### src/rtl/mips_pkg.sv
// Shared MIPS pipeline definitions: register/data widths and the
// writeback buffer entry layout.
package mips_pkg;

    localparam int unsigned REG_ADDR_W = 5;
    localparam int unsigned DATA_W     = 32;
    localparam logic [REG_ADDR_W-1:0] ZERO_REG = 5'd0;

    typedef struct packed {
        logic                  regwrite;
        logic [REG_ADDR_W-1:0] rd;
        logic [DATA_W-1:0]     data;
    } wb_entry_t;

endpackage

### src/rtl/wb_fifo.sv
// Small write-buffer FIFO for writeback results. Count disambiguates
// full from empty; pointers wrap modulo DEPTH (power of two). The
// entries view is presented in age order: index 0 is the head (oldest).
module wb_fifo
    import mips_pkg::*;
#(
    parameter int unsigned DEPTH = 2,
    parameter type entry_t = wb_entry_t
) (
    input  logic                       clk,
    input  logic                       rst,
    input  logic                       push,
    input  entry_t                     din,
    input  logic                       pop,
    output entry_t                     head,
    output logic [$clog2(DEPTH):0]     count,
    output logic                       full,
    output logic                       empty,
    output entry_t [DEPTH-1:0]         entries
);

    localparam int unsigned PTR_W = $clog2(DEPTH);
    localparam int unsigned CNT_W = PTR_W + 1;

    entry_t             mem_q [DEPTH];
    entry_t             mem_d [DEPTH];
    logic [PTR_W-1:0]   wr_ptr_q, wr_ptr_d;
    logic [PTR_W-1:0]   rd_ptr_q, rd_ptr_d;
    logic [CNT_W-1:0]   count_q, count_d;

    // Next-state for storage, pointers and occupancy count.
    always_comb begin
        mem_d    = mem_q;
        wr_ptr_d = wr_ptr_q;
        rd_ptr_d = rd_ptr_q;
        count_d  = count_q;
        if (push) begin
            mem_d[wr_ptr_q] = din;
            wr_ptr_d        = wr_ptr_q + PTR_W'(1);
        end
        if (pop) begin
            rd_ptr_d = rd_ptr_q + PTR_W'(1);
        end
        if (push && !pop) begin
            count_d = count_q + CNT_W'(1);
        end else if (pop && !push) begin
            count_d = count_q - CNT_W'(1);
        end
    end

    // State registers; reset discards every buffered entry.
    always_ff @(posedge clk or posedge rst) begin
        if (rst) begin
            for (int unsigned i = 0; i < DEPTH; i++) begin
                mem_q[i] <= '0;
            end
            wr_ptr_q <= '0;
            rd_ptr_q <= '0;
            count_q  <= '0;
        end else begin
            mem_q    <= mem_d;
            wr_ptr_q <= wr_ptr_d;
            rd_ptr_q <= rd_ptr_d;
            count_q  <= count_d;
        end
    end

    // Age-ordered view of the storage plus status flags.
    always_comb begin
        for (int unsigned i = 0; i < DEPTH; i++) begin
            entries[i] = mem_q[rd_ptr_q + PTR_W'(i)];
        end
        head  = mem_q[rd_ptr_q];
        count = count_q;
        full  = (count_q == CNT_W'(DEPTH));
        empty = (count_q == '0);
    end

endmodule

### src/rtl/wb_writer.sv
// Writeback-side driver of the register file write port. Accepts MEM
// results over valid/ready, applies the memtoreg select before buffering,
// and issues one register write per clock from the buffer head.
// Optional operand bypass from buffered entries: define WB_BYPASS_EN.
module wb_writer
    import mips_pkg::*;
#(
    parameter int unsigned DEPTH  = 2,
    parameter int unsigned DATA_W = 32,
    parameter int unsigned ADDR_W = 5
) (
    input  logic                     clk,
    input  logic                     rst,
    input  logic                     mem_valid,
    output logic                     mem_ready,
    input  logic                     mem_regwrite,
    input  logic                     mem_memtoreg,
    input  logic [ADDR_W-1:0]        mem_rd,
    input  logic [DATA_W-1:0]        mem_aluresult,
    input  logic [DATA_W-1:0]        mem_readdata,
    input  logic                     wb_hold,
    output logic                     regwrite,
    output logic [ADDR_W-1:0]        rd,
    output logic [DATA_W-1:0]        writedata,
    output logic [$clog2(DEPTH):0]   pending,
    output logic [31:0]              commit_count,
    input  logic [ADDR_W-1:0]        rs,
    input  logic [ADDR_W-1:0]        rt,
    input  logic [DATA_W-1:0]        rf_a,
    input  logic [DATA_W-1:0]        rf_b,
    output logic [DATA_W-1:0]        fwd_a,
    output logic [DATA_W-1:0]        fwd_b
);

    localparam int unsigned CNT_W = $clog2(DEPTH) + 1;

    // Entry layout follows the module widths so non-default ADDR_W/DATA_W still work.
    typedef struct packed {
        logic              regwrite;
        logic [ADDR_W-1:0] rd;
        logic [DATA_W-1:0] data;
    } entry_t;

    entry_t               push_entry;
    entry_t               head;
    entry_t [DEPTH-1:0]   entries;
    logic [CNT_W-1:0]     count;
    logic                 full;
    logic                 empty;
    logic                 push;
    logic                 pop;

    logic [ADDR_W-1:0]    rd_q, rd_d;
    logic [DATA_W-1:0]    writedata_q, writedata_d;
    logic [31:0]          commit_count_q, commit_count_d;

    wb_fifo #(
        .DEPTH   (DEPTH),
        .entry_t (entry_t)
    ) u_fifo (
        .clk     (clk),
        .rst     (rst),
        .push    (push),
        .din     (push_entry),
        .pop     (pop),
        .head    (head),
        .count   (count),
        .full    (full),
        .empty   (empty),
        .entries (entries)
    );

    // Handshake, memtoreg select, head presentation and write-port hold values.
    always_comb begin
        mem_ready           = !full;
        push                = mem_valid && !full;
        pop                 = !empty && !wb_hold;
        push_entry.regwrite = mem_regwrite;
        push_entry.rd       = mem_rd;
        push_entry.data     = mem_memtoreg ? mem_readdata : mem_aluresult;

        regwrite    = pop && head.regwrite && (head.rd != ADDR_W'(ZERO_REG));
        rd_d        = pop ? head.rd   : rd_q;
        writedata_d = pop ? head.data : writedata_q;
        rd          = rd_d;
        writedata   = writedata_d;

        commit_count_d = commit_count_q + (regwrite ? 32'd1 : 32'd0);
        pending        = count;
        commit_count   = commit_count_q;
    end

    // Last-presented write address/data and the commit counter.
    always_ff @(posedge clk or posedge rst) begin
        if (rst) begin
            rd_q           <= '0;
            writedata_q    <= '0;
            commit_count_q <= '0;
        end else begin
            rd_q           <= rd_d;
            writedata_q    <= writedata_d;
            commit_count_q <= commit_count_d;
        end
    end

`ifdef WB_BYPASS_EN
    // Youngest qualifying buffered entry wins: scan oldest-to-youngest, last hit overrides.
    always_comb begin
        fwd_a = rf_a;
        fwd_b = rf_b;
        for (int unsigned i = 0; i < DEPTH; i++) begin
            if ((CNT_W'(i) < count) && entries[i].regwrite &&
                (entries[i].rd != ADDR_W'(ZERO_REG))) begin
                if (entries[i].rd == rs) fwd_a = entries[i].data;
                if (entries[i].rd == rt) fwd_b = entries[i].data;
            end
        end
    end
`else
    logic bypass_unused;

    // Bypass disabled: operands pass straight through from the register file.
    always_comb begin
        fwd_a         = rf_a;
        fwd_b         = rf_b;
        bypass_unused = ^{rs, rt, entries};
    end
`endif

endmodule

### config.mk
export PLATFORM = sky130hd
export DESIGN_NAME = wb_writer
export DESIGN_NICKNAME = d
export VERILOG_FILES = /design/src/rtl/mips_pkg.sv /design/src/rtl/wb_fifo.sv /design/src/rtl/wb_writer.sv
export SDC_FILE = /design/constraint.sdc
export NUM_CORES = 1
export LEC_CHECK = 0
export CORE_MARGIN = 1
export CORE_UTILIZATION = 43
export CTS_CLUSTER_DIAMETER = 120
export DETAILED_ROUTE_END_ITERATION = 10
export GPL_TIMING_DRIVEN = 0
export PLACE_DENSITY_LB_ADDON = 0.2
export RECOVER_POWER = 50
export SLEW_MARGIN = 20
export SYNTH_ARGS = -nofsm -noshare
export SYNTH_HDL_FRONTEND = slang
export SYNTH_SLANG_ARGS = --single-unit
### constraint.sdc
create_clock -name clk -period 5.7 [get_ports clk]
set_input_delay 1.14 -clock clk [delete_from_list [all_inputs] [get_ports clk]]
set_output_delay 1.14 -clock clk [all_outputs]
set_load 0.03 [all_outputs]
==> impl_metrics.tcl <==
set metrics [dict create \
    status "complete, but fails checks" \
    hold_end "commit_count[31]$_DFF_PP0_" \
    holdCritPathClass "reg -> reg" \
    r2r-end "commit_count[26]$_DFF_PP0_" \
    startpoint_type "input pin" \
    clock_skew_ns 0.00973 \
    ys_types 36 \
    clk_pin_slew_ns 0.06 \
    seq_area_frac_synth_pct 54.4 \
    use_met3_pct 5.05 \
    worst-endpoint-required_ns 4.56 \
    avgSynthCellArea_um2 10.8 \
    synth_edf_count 0 \
    cts_buffer_depth 2 \
    cts_tree "built" \
    grt_use_met2_pct 35.3 \
    instances_no_fill 1090 \
    grt-busiest-layer "met2" \
    syn_area_mm2 0.00686 \
    cts.sinks 149 \
    cts_hold_buf 0 \
    relSlewSlack_pct -101 \
    vdd_drop_max_uv 420 \
    whs_path_depth 1 \
    drt_pass1_iterations 5 \
    synth_top_cell_by_area "dfrtp_1" \
    yosys-top-cells-area "dfrtp_1 54%, mux2i_1 10%, buf_4 7.1%, o21ai_0 5.0%, nand2_1 4.3%" \
    period_needed_ns 4.67 \
    crit_type "in -> out" \
    final_nets 1016 \
    dp_hpwl_um 12000 \
    grt-ovfl-total 0 \
    cts_root_buffer "clkbuf_16" \
    grt_start_max_net_pins 83 \
    grtUsageMet1_pct 26.6 \
    cp_common_cell "buf_2" \
    ctsResizeCount 0 \
    powerDensity_mw_per_mm2 506 \
    hold_slack_ns 0.474 \
    area_growth_pct 44.2 \
    cp_num_buf_inv 4 \
    wl_um 16600 \
    p_leak_uw 0.00444 \
    fin_crit_sh_pct 82.0 \
    arrival_ns 3.53 \
    yosysWarnings 0 \
    seqCellArea_mm2 0.00373 \
    drtIter0Drc 197 \
    globalplace.congestion 0.782 \
    crit_family "buffers and inverters" \
    die_area_mm2 0.0165 \
    grt_pass1_wl_um 26500 \
    maxSlewViolCount 68 \
    rows 45 \
    rsz0062_at_grt "no" \
    wl_per_cell_um 15.2 \
    cts_inserted_buffers 17 \
    grt_pass1_vias 5284 \
    die_w_um 128 \
    tightest_slew_ns 3.00 \
    ant_nets 0 \
    vias_per_cell 4.97 \
    synth_commonest_cells "149 x dfrtp_1, 78 x nand2_1, 70 x mux2i_1" \
    grt_usage_pct 20.8 \
    multi_input_area_mm2 0.00246 \
    path_max_fanout 10 \
    setup_viol 0 \
    yosysMostFrequentCell "dfrtp_1" \
    io_buffer_count 210 \
    drive_gt1_share_pct 15.2 \
    postCtsSetupRepairBufs 0 \
    cts.htree.levels 4 \
    rr_worst_depth 10 \
    syn_inst 634 \
    core_area_mm2 0.0154 \
    r2r_start "u_fifo.count[1]$_DFFE_PP0P_" \
    synth_top_area_share_pct 54.4 \
    end_kind "primary output" \
    worstHoldStart "commit_count[31]$_DFF_PP0_" \
    cap_violations 1 \
    synthFlopType "dfrtp_1" \
    synthArstFlopShare_pct 100 \
    setup-tns-final_ns 0 \
    fillCellCount 1214 \
    num_vias 5420 \
    antenna_found_initial 2 \
    die_h_um 128 \
    cp_cell_sequence "dlygate4sd3_1 -> o21bai_1 -> buf_2 -> buf_2 -> nand2_1 -> o21ai_0 -> clkdlybuf4s50_1" \
    synth_nets 786 \
    max_stage_delay_ns 0.77 \
    r2r_setup_slack_ns 2.65 \
    finalHoldViolations 0 \
    start_util_pct 44.6 \
    clk_latency_ns 0.42 \
    ios 286 \
    final_util_pct 64.3 \
    dp.cells 1056 \
    cp_slowest_cell "clkdlybuf4s50_1" \
    violations "max-capacitance violations, max-slew violations" \
    drc 0 \
    synth-seq-cells 149 \
    fmax_ghz 0.214 \
]
## cells by family (layout without fill, tap and decap cells)
| family | after synthesis | count (layout) | synth area share [%] |
|---|---|---|---|
| AO/OA/AOI/OAI | 104 | 104 | 7.68 |
| buffers and inverters | 102 | 345 | 9.71 |
| XOR/XNOR | 35 | 35 | 4.47 |
| AND/OR/NAND/NOR | 159 | 159 | 11.0 |
| multiplexers | 82 | 82 | 12.2 |
| adder cells (fa/ha/maj) | 3 | 3 | 0.548 |
| other | 0 | 2 | 0 |
| flip-flops | 149 | 149 | 54.4 |
## worst max path at each step
stage | from | to | slack [ns] | depth (start not counted)
finish | wb_hold | writedata[30] | 1.03 | 7
floorplan | rst | commit_count[0]$_DFF_PP0_ | 0.55 | 1
global placement | rst | u_fifo.mem_q[63]$_DFFE_PP0P_ | -1.20 | 2
CTS | wb_hold | writedata[29] | 1.06 | 7
global route | wb_hold | writedata[29] | 0.88 | 7
detailed placement | wb_hold | writedata[29] | 1.09 | 7
## cells in the final DEF (no fill, tap or decap), types with 2 or more instances in the layout
master | Yosys | layout
buf_2 | 19 | 13
nand4_1 | 9 | 9
clkinvlp_4 | 0 | 2
nand2_1 | 78 | 78
mux2i_1 | 70 | 70
clkinv_2 | 0 | 4
o21ai_0 | 69 | 69
clkbuf_1 | 12 | 20
bufinv_16 | 0 | 5
nor3_1 | 2 | 2
xor2_1 | 7 | 7
dfrtp_1 | 149 | 149
a21oi_1 | 32 | 32
and2_1 | 2 | 2
ha_1 | 3 | 3
nor2_1 | 37 | 37
mux2_2 | 12 | 12
nand4_2 | 2 | 2
clkdlybuf4s50_1 | 0 | 207
xnor2_1 | 28 | 28
and3_1 | 2 | 2
nand3_1 | 15 | 15
dlygate4sd3_1 | 0 | 3
inv_1 | 4 | 3
diode_2 | 0 | 2
buf_4 | 65 | 65
clkbuf_16 | 0 | 17
## flip-flops by register name, summed over array words and instances, names as in the netlist
| register | flops |
|---|---|
| u_fifo.mem_q | 76 |
| commit_count | 32 |
| writedata_q | 32 |
| rd_q | 5 |
| u_fifo.count | 2 |
| u_fifo.rd_ptr_q | 1 |
| u_fifo.wr_ptr_q | 1 |
## through the flow
| stage | setup WS, ns | total power (uW) | cell area [um^2] |
|---|---|---|---|
| after CTS | 1.06 | 5050 | 9900 |
| final | 1.03 | 5000 | 9890 |
| after global routing | 0.877 | 5280 | 9890 |
| after floorplan | 0.552 | 2990 | 6860 |
| after detailed placement | 1.09 | 3810 | 9260 |
| after global placement | -1.20 | 3730 | 9220 |
## where the power goes
part	total [uW]	switching (uW)	leakage, uW	internal [uW]
Clock	1220	433	0.000313	787
Combinational	2080	1220	0.00230	858
Sequential	1700	211	0.00183	1480
## per-layer routing
layer,vias up,wire (um)
met3,13,1030
met2,218,8490
met5,-,0
li1,2555,-
met4,0,151
met1,2634,6950
## area by class of cell
class,instances,share of cell area [%]
well taps,211,2.67
plain buffers,98,6.43
multi-input cells,383,24.9
repair buffers,211,21.5
inverters,4,0.165
diodes,2,0.0506
flip-flops and latches,149,37.7
clock buffers,19,4.48
clock inverters,13,2.05
No activity file was read; power rests on OpenSTA's default activity.
